File: config.mk
export PLATFORM = sky130hd
export DESIGN_NAME = outbox_uart_tx
export DESIGN_NICKNAME = d
export VERILOG_FILES = /design/src/rtl/outbox_uart_tx.sv
export SDC_FILE = /design/constraint.sdc
export NUM_CORES = 1
export LEC_CHECK = 0
export ABC_AREA = 1
export CORE_MARGIN = 2
export CORE_UTILIZATION = 56
export DETAILED_ROUTE_END_ITERATION = 6
export PLACE_DENSITY_LB_ADDON = 0.12
export SETUP_SLACK_MARGIN = 0.05
export SLEW_MARGIN = 20
export SYNTH_ARGS = -nofsm -noshare
export SYNTH_HDL_FRONTEND = slang
export SYNTH_SLANG_ARGS = --single-unit
File: constraint.sdc
create_clock -name clk -period 1.9 [get_ports clk]
set_input_delay 0.475 -clock clk [delete_from_list [all_inputs] [get_ports clk]]
set_output_delay 0.475 -clock clk [all_outputs]
set_load 0.05 [all_outputs]
File: src/rtl/outbox_uart_tx.sv
`default_nettype none
// ============================================================================
// Module      : outbox_uart_tx
// Description : Drains the CPU OUTBOX FIFO and serialises each popped byte
//               onto a UART TX line (8N1, LSB first, idle high).
//               Optional build macro OUTBOX_TX_HEX_EN: each byte is sent as
//               two upper-case ASCII hex digits followed by 0x0A.
// Revision    : 1.0 - initial release
// ============================================================================
module outbox_uart_tx #(
    parameter int BAUD_DIV = 104
) (
    input  logic       clk,
    input  logic       i_rst,
    input  logic       i_en,
    input  logic       i_out_empty,
    input  logic [7:0] i_out_data,
    output logic       o_out_rd,
    output logic       o_tx,
    output logic       o_busy
);

    typedef enum logic [1:0] {
        S_IDLE  = 2'd0,
        S_START = 2'd1,
        S_DATA  = 2'd2,
        S_STOP  = 2'd3
    } state_t;

    localparam logic [15:0] c_BAUD_LAST = 16'(BAUD_DIV - 1);

    state_t      r_state,  w_state_nxt;
    logic [15:0] r_baud,   w_baud_nxt;
    logic [2:0]  r_idx,    w_idx_nxt;
    logic [7:0]  r_shift,  w_shift_nxt;
    logic        r_tx,     w_tx_nxt;
    logic        r_busy,   w_busy_nxt;
    logic        w_pop;
    logic        w_baud_last;

`ifdef OUTBOX_TX_HEX_EN
    // Character index within the current value (0 = high digit, 1 = low digit, 2 = LF)
    logic [1:0]  r_char,   w_char_nxt;
    // Low nibble kept until its character is loaded into the shifter
    logic [3:0]  r_lo,     w_lo_nxt;

    function automatic logic [7:0] f_hex(input logic [3:0] i_nib);
        if (i_nib < 4'd10) begin
            return 8'h30 + {4'h0, i_nib};
        end
        return 8'h37 + {4'h0, i_nib};
    endfunction
`endif

    // Pop only from IDLE; reset masks the strobe so the FIFO cannot lose a byte
    assign w_pop       = (r_state == S_IDLE) & i_en & ~i_out_empty & ~i_rst;
    assign w_baud_last = (r_baud == c_BAUD_LAST);

    assign o_out_rd = w_pop;
    assign o_tx     = r_tx;
    assign o_busy   = r_busy;

    // Next-state and next-output logic; o_tx is computed here and registered
    always_comb begin
        w_state_nxt = r_state;
        w_baud_nxt  = r_baud;
        w_idx_nxt   = r_idx;
        w_shift_nxt = r_shift;
        w_tx_nxt    = r_tx;
        w_busy_nxt  = r_busy;
`ifdef OUTBOX_TX_HEX_EN
        w_char_nxt  = r_char;
        w_lo_nxt    = r_lo;
`endif
        case (r_state)
            S_IDLE: begin
                w_baud_nxt = 16'd0;
                w_idx_nxt  = 3'd0;
                w_tx_nxt   = 1'b1;
                if (w_pop) begin
                    w_state_nxt = S_START;
                    w_tx_nxt    = 1'b0;
                    w_busy_nxt  = 1'b1;
`ifdef OUTBOX_TX_HEX_EN
                    w_shift_nxt = f_hex(i_out_data[7:4]);
                    w_lo_nxt    = i_out_data[3:0];
                    w_char_nxt  = 2'd0;
`else
                    w_shift_nxt = i_out_data;
`endif
                end
            end
            S_START: begin
                if (w_baud_last) begin
                    w_baud_nxt  = 16'd0;
                    w_state_nxt = S_DATA;
                    w_idx_nxt   = 3'd0;
                    w_tx_nxt    = r_shift[0];
                end else begin
                    w_baud_nxt  = r_baud + 16'd1;
                end
            end
            S_DATA: begin
                if (w_baud_last) begin
                    w_baud_nxt = 16'd0;
                    if (r_idx == 3'd7) begin
                        w_state_nxt = S_STOP;
                        w_tx_nxt    = 1'b1;
                    end else begin
                        w_idx_nxt   = r_idx + 3'd1;
                        w_tx_nxt    = r_shift[r_idx + 3'd1];
                    end
                end else begin
                    w_baud_nxt = r_baud + 16'd1;
                end
            end
            S_STOP: begin
                if (w_baud_last) begin
                    w_baud_nxt = 16'd0;
`ifdef OUTBOX_TX_HEX_EN
                    if (r_char != 2'd2) begin
                        // Next character of the same value follows without an idle gap
                        w_state_nxt = S_START;
                        w_tx_nxt    = 1'b0;
                        w_char_nxt  = r_char + 2'd1;
                        w_shift_nxt = (r_char == 2'd0) ? f_hex(r_lo) : 8'h0A;
                    end else begin
                        w_state_nxt = S_IDLE;
                        w_busy_nxt  = 1'b0;
                    end
`else
                    w_state_nxt = S_IDLE;
                    w_busy_nxt  = 1'b0;
`endif
                end else begin
                    w_baud_nxt = r_baud + 16'd1;
                end
            end
            default: begin
                w_state_nxt = S_IDLE;
                w_tx_nxt    = 1'b1;
                w_busy_nxt  = 1'b0;
            end
        endcase
    end

    // State and datapath registers; reset aborts any frame in flight
    always_ff @(posedge clk) begin
        if (i_rst) begin
            r_state <= S_IDLE;
            r_baud  <= 16'd0;
            r_idx   <= 3'd0;
            r_shift <= 8'd0;
            r_tx    <= 1'b1;
            r_busy  <= 1'b0;
`ifdef OUTBOX_TX_HEX_EN
            r_char  <= 2'd0;
            r_lo    <= 4'd0;
`endif
        end else begin
            r_state <= w_state_nxt;
            r_baud  <= w_baud_nxt;
            r_idx   <= w_idx_nxt;
            r_shift <= w_shift_nxt;
            r_tx    <= w_tx_nxt;
            r_busy  <= w_busy_nxt;
`ifdef OUTBOX_TX_HEX_EN
            r_char  <= w_char_nxt;
            r_lo    <= w_lo_nxt;
`endif
        end
    end

endmodule
`default_nettype wire

### Word-level counts from Yosys, hierarchy flattened

Index checks and enable logic that the tools add are counted.

* add/subtract/negate cells: 2
* multipliers: 0
* div/mod/pow operators: 0
* order comparisons: 1
* eq/ne operators: 11
* shift-type cells: 0
* multiplexer cells: 22
* bitwise logic cells: 5
* reductions and logical operators: 9

Operator list (number)
* case mux 16 bit (2 select lines): 1
* adder 16 x 1 -> 16 bit, second input constant: 1
* equality test 16 x 7 -> 1 bit, second input constant: 1
* 2-to-1 mux 16 bit: 1
* inequality test 2 bit, second input constant: 6
* 2-to-1 mux 2 bit: 5
* 2-to-1 mux 3 bit: 3
* case mux 3 bit (3 select lines): 1
* case mux 2 bit (4 select lines): 1
* 2-to-1 mux 1 bit: 7
* AND reduction 3 bit: 2
* AND reduction 5 bit: 1
* equality test 2 bit, second input constant: 2
* less-than comparator 3 x 4 -> 1 bit, second input constant: 1
* AND reduction 4 bit: 1
* adder 3 x 1 -> 3 bit, second input constant: 1
* bitwise AND 1 bit: 3
* binary-select mux 1 bit (select 3 bit): 1
* equality test 3 bit, second input constant: 1
* case mux 1 bit (3 select lines): 1
* nonzero test 3 bit: 1
* OR reduction 3 bit: 1
* equality test 2 x 1 -> 1 bit, second input constant: 1
* zero test 2 bit: 1
* other kinds (4): 5

* register bits after elaboration: 31
* latch bits: 0
* bits in writable memories: 0
* bits in read-only memories: 0
* input bits: 12
* output and inout bits: 3
* memories kept: 0

### Longest topological paths before layout

Gate-level depths: netlist of run 1.

* word-level depth: 6
* gate-level depth with buffers: 11

### Least setup slack after synthesis of run 1

OpenSTA, ideal clock, no wires.

* kind: reg-to-output
* start: reg r_state[0]
* end: out o_out_rd
* data arrival time: 1.468 ns
* data required time: 1.425 ns
* slack: -0.043 ns
* stages on the path, launching flop included: 6
* cells stage by stage: dfxtp_1 -> inv_1 -> ha_1 -> nand2_1 -> nor3_2 -> clkbuf_1

* longest elaborated chain between the ends: 4

Ends and longest elaborated chain
* start, declared: RTL line 32 `state_t r_state, w_state_nxt;`
* start signal, assigned: RTL line 161 `r_state <= w_state_nxt;`
* zero test 2 bit: RTL line 56 `assign w_pop = (r_state == S_IDLE) & i_en & ~i_out_empty & ~i_rst;`
* bitwise AND 1 bit (3 in series): RTL line 56
* end, declared: RTL line 18 `output logic o_out_rd,`

No other way between the ends.

### Worst setup path in the final report of run 1

* start: in i_rst
* end: out o_out_rd

* longest elaborated chain between the ends: 2

Ends and longest elaborated chain
* start, declared: RTL line 14 `input logic i_rst,`
* NOT 1 bit: RTL line 56
* bitwise AND 1 bit: RTL line 56

No other way between the ends.

==> results.cfg, run 1 <==
[outcome]
outcome = completed

[floorplanning]
ios = 15
core-area_um2 = 2734
die_width_um = 57.50
start_util_pct = 58.63
floorplan.rows = 19
die_area_um2 = 3306
die_h_um = 57.50

[logic_synthesis]
synth_area_leaders = dfxtp_1 (39%), nand2_1 (11%), a21oi_1 (6.2%)
async_reset_ff_share_pct = 0
yosysUniqueCellTypes = 34
synth_most_common_cell = nand2_1
yosys_warnings = 0
synth_top_area_share_pct = 38.72
synth-main-ff-cell = dfxtp_1
ys_ff_latch = 31
netlist_instances = 218
ys_seq_area_share_pct = 38.72
syn_avg_cell_area_um2 = 7.352
synth_area_um2 = 1603
yosys-top-cells-count = nand2_1 (47), dfxtp_1 (31), inv_1 (25)
post-synth-top-area-cell = dfxtp_1
synth_nets = 237
synth_edf_count = 0

[pwr]
powerDensity_nw_per_um2 = 933.7
worst_ir_drop_vdd_v = 0.0009184
power.switching_w = 0.0006563
finalPower_w = 0.001773
p_int_w = 0.001117
power_leakage_nw = 0.7693
clockPowerShare_pct = 21.6
swShare_pct = 37.01
seq_power_share_pct = 43.3
p_comb_share_pct = 35.1

[global_routing]
track_usage_pct = 23.03
grt_pass1_vias = 1341
antenna_found_initial = 0
grt_pass1_wl_um = 5899
grt_max_degree = 17
grt-ovfl-total = 0

[clocking]
tritoncts = yes
ctsLongestPathBuffers = 2
clkTransAtPathRegs_ps = 100
cts_buffers = 5
cts.sinks = 31
clk_latency_ps = 330
cts_root_buf = clkbuf_4
cts_max_level = 2

[timing]
rsz0062_at_grt = true
drv_slew = 0
slew-limit-headroom_pct = 77.91
finalCritPeriodShare_pct = 96.22
fin_crit_ps = 1828
worst_pin_slew_ps = 331.3
fmax_mhz = 547.0
skew_ps = 6.383
finalHoldViolCount = 0
setup_violations = 0

[critical_path]
critPathArrivalTime_ps = 1350
cp.required_ps = 1420
critPathBufInv = 3
reg2reg_depth = 9
cp_max_fo = 2
r2r-end = r_baud[7]
critPathMaxStageDelay_ps = 430
rr_startpoint = r_baud[0]
critPathKind = in -> out
critical-path-top-delay-family = buffers and inverters
start_kind = input pin
critPathCaptureType = primary output
cp_cell_sequence = clkdlybuf4s50_1 -> nor3_2 -> buf_4 -> buf_12
crit_slowest_cell = clkdlybuf4s50_1
rrSetupSlack_ps = 210

[layout]
final_nets = 261
n_antenna_cell = 0
final_area_um2 = 1899
area_growth_pct = 18.50
drive_gt1_share_pct = 17.28
finish.utilization_pct = 69.47

[drt]
routed_wirelength_um = 3308
ant_nets = 0
drtIter0Drc = 87
drt-wirelength-per-cell_um = 12.07
dr.pass1.iters = 4
via_per_inst = 5.431
drc = 0
vias = 1488

[hold_path]
holdPathStages = 1
hold_path.class = reg -> reg
min_to = r_baud[0]
holdCritStartpoint = r_baud[0]

[placement]
dpl_cell_area_um2 = 1793
routabilityCongestion = 0.8714
dp_hpwl_um = 2411
port_buffers = 14

[job]
drv_cap = 0
## layer usage
layer | global-route usage [%] | vias to the layer above | routed length (µm)
li1 | - | 763 | -
met1 | 30.95 | 679 | 1592
met2 | 36.53 | 41 | 1524
met3 | 5.669 | 5 | 156
met4 | 7.309 | 0 | 34
met5 | 0 | - | 0
## cells in the final DEF (no fill, tap or decap), types with 2 or more instances in the layout
| cell type | instances |
|---|---|
| clkbuf_4 | 5 |
| nor2_2 | 2 |
| nor3_1 | 7 |
| or2_0 | 2 |
| dfxtp_2 | 2 |
| inv_2 | 2 |
| nor2_4 | 2 |
| nand4_1 | 5 |
| o21ai_2 | 2 |
| a21oi_1 | 20 |
| ha_1 | 6 |
| nor2_1 | 18 |
| o21ai_0 | 13 |
| nor3b_1 | 2 |
| clkdlybuf4s50_1 | 10 |
| nand2_1 | 46 |
| o21ai_1 | 3 |
| nand3_1 | 7 |
| buf_4 | 10 |
| nand2_2 | 6 |
| dfxtp_1 | 29 |
| nand3_2 | 2 |
| inv_1 | 23 |
## per-stage QoR
stage | hold WS (ps) | TNS [ps] | worst slack, ps | cells
after floorplan | 417.5 | 0 | 207.2 | 218
after global placement | 429.2 | 0 | 46.80 | 262
after detailed placement | 444.6 | 0 | 30.23 | 262
after CTS | 459.3 | 0 | 44.60 | 273
after global routing | 476.8 | -16.16 | -16.16 | 274
final | 451.6 | 0 | 71.77 | 274
## cells by family (layout without fill, tap and decap cells)
| kind of cell | count (synthesis) | after routing | share of synthesized area, % |
|---|---|---|---|
| XOR/XNOR | 1 | 1 | 0.5465 |
| AND/OR/NAND/NOR | 104 | 104 | 31.77 |
| buffers and inverters | 31 | 56 | 7.572 |
| flip-flops | 31 | 31 | 38.72 |
| AO/OA/AOI/OAI | 44 | 44 | 15.93 |
| adder cells (fa/ha/maj) | 7 | 7 | 5.464 |
## power groups by stage
stage	Sequential [W]	Combinational [W]	Clock, W
after floorplan	0.000790	0.000404	0
after global placement	0.000774	0.000534	0
after detailed placement	0.000780	0.000551	0
after CTS	0.000765	0.000600	0.000385
after global routing	0.000777	0.000717	0.000421
final	0.000768	0.000622	0.000383
## worst max-delay path by stage
stage,startpoint,depth (start not counted),to
after floorplan,r_state[0],5,o_out_rd
after global placement,i_en,5,o_out_rd
after detailed placement,i_en,5,o_out_rd
after CTS,i_en,5,o_out_rd
after global routing,r_state[0],6,o_out_rd
final,i_rst,4,o_out_rd
## layout make-up
type | count | area [µm²]
sequential | 31 | 623.1
timing repair buffer | 22 | 207.7
tap | 31 | 38.79
clock buffer | 6 | 41.29
clock inverter | 2 | 12.51
multi-input combinational | 156 | 875.8
inverter | 26 | 100.1
fill | 230 | 834.6
## flip-flops by register name, indices dropped and copies added, names as in the netlist
signal,count
r_baud,16
r_state,2
r_shift,8
o_busy,1
o_tx,1
r_idx,3
## timing repair
action	4_1_cts	5_1_grt
setup buffers	3	1
endpoints found under the hold margin	0	0
pin swaps	0	1
setup endpoints to repair	1	2
gates resized for setup	6	3
hold buffers	0	0
(Power assumes the default switching activity.)
==> inputs of run 2 (changes only) <==
--- a/config.mk
+++ b/config.mk
@@ -5,9 +5,8 @@
 export SDC_FILE = /design/constraint.sdc
 export NUM_CORES = 1
 export LEC_CHECK = 0
-export ABC_AREA = 1
 export CORE_MARGIN = 2
-export CORE_UTILIZATION = 56
+export CORE_UTILIZATION = 55
 export DETAILED_ROUTE_END_ITERATION = 6
 export PLACE_DENSITY_LB_ADDON = 0.12
 export SETUP_SLACK_MARGIN = 0.05
==> run 2 against run 1 <==
Against the previous run: first-iteration DRC count increased by 25%; die area decreased by 4.1%; worst setup slack worse by 69 ps; area after synthesis is 6.1% lower; register-to-register slack got worse by 190 ps; via count decreased by 9.7%; clock skew increased by 7.5 ps; fmax shrank 3.6%; critical path depth grew 2; global-route usage increased by 0.12 points; final area up 3.2%; largest cell class unchanged.
==> results.cfg, run 2 <==
[floorplanning]
die_h_um = 56.32
die_area_um2 = 3171
floorplan.rows = 18
ios = 15
core-area_um2 = 2545
die_width_um = 56.32
start_util_pct = 59.14

[layout]
area_growth_pct = 30.17
regArea_um2 = 624.3
nFillCells = 170
layout_common_cells = dfxtp_1 (28), nor2_1 (20), buf_4 (19)
final-instance-count-excl-fill = 237
regMostFlops = r_baud
n_antenna_cell = 0
reg_top3 = r_baud: 16 flops, r_shift: 8 flops, r_idx: 3 flops
final_area_um2 = 1959
final_nets = 225
largest_reg_flops = 16
multi_input_area_um2 = 922.1
mostFrequentLayoutCell = dfxtp_1
drive_gt1_share_pct = 23.67

[critical_path]
cp.required_ps = 1420
start_kind = register
critPathCaptureType = primary output
critPathMostFrequentCell = inv_2
crit_slowest_cell = dfxtp_2
critPathMaxStageDelay_ps = 340
critPathKind = reg -> out
rr_startpoint = r_idx[0]
cp_cell_sequence = inv_2 -> ha_4 -> inv_2 -> nor4_4 -> buf_4 -> buf_12
critPathArrivalTime_ps = 1420
cp_max_fo = 2
reg2reg_depth = 7
rrSetupSlack_ps = 20
r2r-end = o_tx

[placement]
dpl.cell_count = 223
dp_hpwl_um = 2214
routabilityCongestion = 0.8359
dpl_cell_area_um2 = 1749
port_buffers = 14
dp_slack_ps = -237.9

[timing]
skew_ps = 13.90
fmax_mhz = 527.0
setup_violations = 0
fin_crit_ps = 1897
drv_slew = 0
tns_ps = 0
finalCritPeriodShare_pct = 99.86
rsz0062_at_grt = true
setup_slack_ps = 2.589
slew-limit-headroom_pct = 79.15
finalHoldViolCount = 0
worst_pin_slew_ps = 310.2

[pwr]
powerDensity_nw_per_um2 = 729.5
power_leakage_nw = 0.7301
worst_ir_drop_vdd_v = 0.0008008

[drt]
dr.pass1.iters = 6
via_per_inst = 5.667
drtIter0Drc = 109
ant_nets = 0
routed_wirelength_um = 3603
drc = 0
drt-wirelength-per-cell_um = 15.20
vias = 1343

[logic_synthesis]
synth_top_area_share_pct = 41.23
post-synth-top-area-cell = dfxtp_1
ys_seq_area_share_pct = 41.23
async_reset_ff_share_pct = 0
synth-main-ff-cell = dfxtp_1
ys_ff_latch = 31
synth_area_um2 = 1505
yosysUniqueCellTypes = 34
synth_area_leaders = dfxtp_1 (41%), ha_1 (5.8%), nor2_1 (5.2%)
syn_avg_cell_area_um2 = 8.651
yosys-top-cells-count = dfxtp_1 (31), nor2_1 (21), nand2_1 (15)
synth_edf_count = 0
yosys_warnings = 0
synth_nets = 193
synth_most_common_cell = dfxtp_1
netlist_instances = 174

[outcome]
outcome = completed

[clocking]
clk_latency_ps = 350
tritoncts = yes
cts_root_buf = clkbuf_4
cts.sinks = 31
cts_max_level = 2
clkTransAtPathRegs_ps = 100
ctsLongestPathBuffers = 2
cts_buffers = 5

[hold_path]
hold_path.class = reg -> reg
holdPathStages = 1
holdCritStartpoint = r_baud[0]
min_to = r_baud[0]

[global_routing]
grt_pass1_wl_um = 5740
track_usage_pct = 23.15
grt_pass1_vias = 1340
antenna_found_initial = 0
grt-ovfl-total = 0
grt_max_degree = 17

[job]
drv_cap = 0
[run 2: cell count changes after synthesis, moves of 6 or more]
cell,previous run,this run
nand2_1,47,15
inv_1,25,5
a21oi_1,20,8
nand2b_1,0,9
xor2_1,1,8
xnor2_1,0,6
[run 2: worst max-delay path: cells and delay by family, from the launching register on]
family,cells,cell delay [ps]
buffers and inverters,4,440
adders and majority gates,1,140
DFF,1,340
and+or+nand+nor,1,160
[run 2: kinds of logic (layout without fill, tap and decap cells)]
kind of cell             after synthesis  in the layout  synth area share (%)
AO/OA/AOI/OAI                         27             27                 10.64
XOR/XNOR                              14             14                 8.146
adder cells (fa/ha/maj)                7              7                 5.819
buffers and inverters                 11             44                 3.075
flip-flops                            31             31                 41.23
multiplexers                           4              4                 3.657
AND/OR/NAND/NOR                       80             80                 27.43
[run 2: through the flow]
step	hold WS (ps)	util (%)	total power, W
after floorplan	417.5	-	0.0007906
after global placement	428.2	68.73	0.0008559
after detailed placement	450.3	68.73	0.0008616
after CTS	466.6	75.61	0.001414
after global routing	490.8	76.99	0.001456
final	459.9	76.99	0.001429
[run 2: worst max path at each step]
stage | endpoint | cells past startpoint | slack, ps | from
3_3_place_gp | o_out_rd | 5 | -230 | i_en
2_1_floorplan | o_out_rd | 6 | 60 | r_state[1]
4_1_cts | o_out_rd | 6 | -9 | r_state[1]
6_report | o_out_rd | 6 | 3 | r_state[0]
5_1_grt | o_out_rd | 6 | -60 | r_state[1]
3_5_place_dp | o_out_rd | 5 | -240 | i_en
[run 2: timing repair]
item | 4_1_cts | 5_1_grt
resized for setup | 19 | 6
setup buffers | 5 | 1
gates cloned | 0 | 0
hold buffers | 0 | 0
pin swaps | 3 | 4
endpoints found under the setup margin | 2 | 3
[run 2: layer usage]
layer | share of wire [%] | track usage (%) | vias to the layer above
met5 | 0 | 0 | -
met1 | 40 | 26.67 | 626
met4 | 2.9 | 11.90 | 0
met2 | 52 | 39.16 | 40
li1 | - | - | 664
met3 | 4.7 | 6.221 | 13
[run 2: layout make-up]
class                      count  area share [%]
clock buffer                   6           2.618
tap                           30           1.916
clock inverter                 2           1.788
sequential                    31           31.86
multi-input combinational    132           47.06
timing repair buffer          31           13.79
inverter                       5          0.9579
[run 2: power breakdown]
part           total, W  internal [W]  switching, W
logic          0.000198     0.0000972      0.000100
registers      0.000681      0.000669     0.0000123
clock network  0.000551      0.000311      0.000240
total           0.00143       0.00108      0.000353
==> inputs of run 3 (changes only) <==
==> constraint.sdc (replaced) <==
create_clock -name clk -period 1.9 [get_ports clk]
set_input_delay 0.19 -clock clk [delete_from_list [all_inputs] [get_ports clk]]
set_output_delay 0.19 -clock clk [all_outputs]
set_load 0.05 [all_outputs]
==> run 3 against run 2 <==
Against the previous run: via count fell by 6.6%; worst hold slack worse by 68 ps; clock power fell by 30%; final area decreased by 4.6%; register-to-register slack better by 100 ps; non-clock buffer count decreased by 7; global-route usage fell by 2.2 points; core utilization decreased by 3.5 points; sequential share of layout area rose by 1.5 points; clock skew is 9.2 ps lower; largest cell class unchanged; largest power group unchanged.
==> results.cfg, run 3 (same netlist as run 2, synthesis figures left out) <==
[layout]
n_antenna_cell = 0
reg_top3 = r_baud: 16 flops, r_shift: 8 flops, r_idx: 3 flops
finish.utilization_pct = 73.45
mostFrequentLayoutCell = dfxtp_1
final_nets = 218
largest_reg_flops = 16
drive_gt1_share_pct = 17.50
layout_common_cells = dfxtp_1 (29), nor2_1 (21), nand2_1 (15)
area_growth_pct = 24.19
regMostFlops = r_baud
final-instance-count-excl-fill = 230

[timing]
skew_ps = 4.736
finalCritPeriodShare_pct = 94.69
rsz0062_at_grt = false
fmax_mhz = 555.9
worst_pin_slew_ps = 497.9
tns_ps = 0
setup_violations = 0
drv_slew = 0
slew-limit-headroom_pct = 66.70
finalHoldViolCount = 0
fin_crit_ps = 1799

[clocking]
cts_buffers = 5
cts.sinks = 31
clkTransAtPathRegs_ps = 100
clk_latency_ps = 340
postCtsHoldBufs = 0
cts_root_buf = clkbuf_4
ctsLongestPathBuffers = 2
tritoncts = yes
cts_max_level = 2

[critical_path]
rrSetupSlack_ps = 120
critPathCaptureType = primary output
crit_path_start = r_state[1]
r2r-end = o_tx
cp_max_fo = 4
rr_startpoint = r_idx[0]
cp.required_ps = 1710
critPathArrivalTime_ps = 1610
start_kind = register
critPathKind = reg -> out
reg2reg_depth = 7

[drt]
vias = 1254
drtIter0Drc = 52
routed_wirelength_um = 2963
via_per_inst = 5.452
dr.pass1.iters = 5
ant_nets = 0
drt-wirelength-per-cell_um = 12.88
drc = 0

[hold_path]
holdCritStartpoint = i_out_data[5]
hold_path.class = in -> reg
min_to = r_shift[5]
holdPathStages = 3

[pwr]
finalPower_w = 0.001244
power_leakage_nw = 0.6692
worst_ir_drop_vdd_v = 0.0006716
powerDensity_nw_per_um2 = 665.3

[placement]
port_buffers = 14
dp_hpwl_um = 2007
dpl.cell_count = 219
routabilityCongestion = 0.7403

[global_routing]
grt_pass1_vias = 1171
grt-ovfl-total = 0
grt_pass1_wl_um = 5168
grt_max_degree = 17
track_usage_pct = 20.95
antenna_found_initial = 0

[floorplanning]
start_util_pct = 59.14
die_width_um = 56.32
ios = 15
die_h_um = 56.32
die_area_um2 = 3171
floorplan.rows = 18
core-area_um2 = 2545

[job]
drv_cap = 0

[outcome]
outcome = completed
-- run 3: worst max-delay path by stage --
stage | to | depth (start not counted)
2_1_floorplan | o_tx | 7
3_3_place_gp | o_tx | 7
3_5_place_dp | o_tx | 7
4_1_cts | o_out_rd | 6
5_1_grt | o_out_rd | 6
6_report | o_out_rd | 6
-- run 3: repair_timing --
action / CTS / global route
pin swaps: 1 / 3
setup buffers: 2 / 0
endpoints found under the setup margin: 2 / 13
cloned: 1 / 0
resized for setup: 6 / 10
-- run 3: critical path, cell delays in order, from the launching register on --
cell and delay, ps:
dfxtp_2 350, inv_2 90, ha_4 170, inv_1 80, nor4_4 300, buf_6 150
buf_12 130
-- run 3: area by class of cell --
class                      instances  area (µm²)
clock buffer                       6       41.29
clock inverter                     2       12.51
multi-input combinational        132       903.4
inverter                           5       18.77
sequential                        31       623.1
fill                             202       675.6
tap                               30       37.54
timing repair buffer              24       232.7
-- run 3: power breakdown --
group | switching, W | internal [W]
clock | 0.000244 | 0.000142
sequential | 0.0000119 | 0.000669
combinational | 0.0000860 | 0.0000907
-- run 3: stage by stage --
stage	setup WS, ps	area (µm²)	hold slack (ps)
floorplan	97.98	1505	298.6
global placement	49.53	1724	428.2
detailed placement	37.92	1724	445.9
CTS	41.67	1842	386.0
global route	56.65	1869	409.7
finish	101.0	1869	391.4
-- run 3: layer usage --
metal	share of wire (%)	vias up	GRT usage (%)
li1	-	649	-
met1	48	573	25.54
met2	47	26	33.61
met3	3.8	6	7.604
met4	1.7	0	8.163
met5	0	-	0
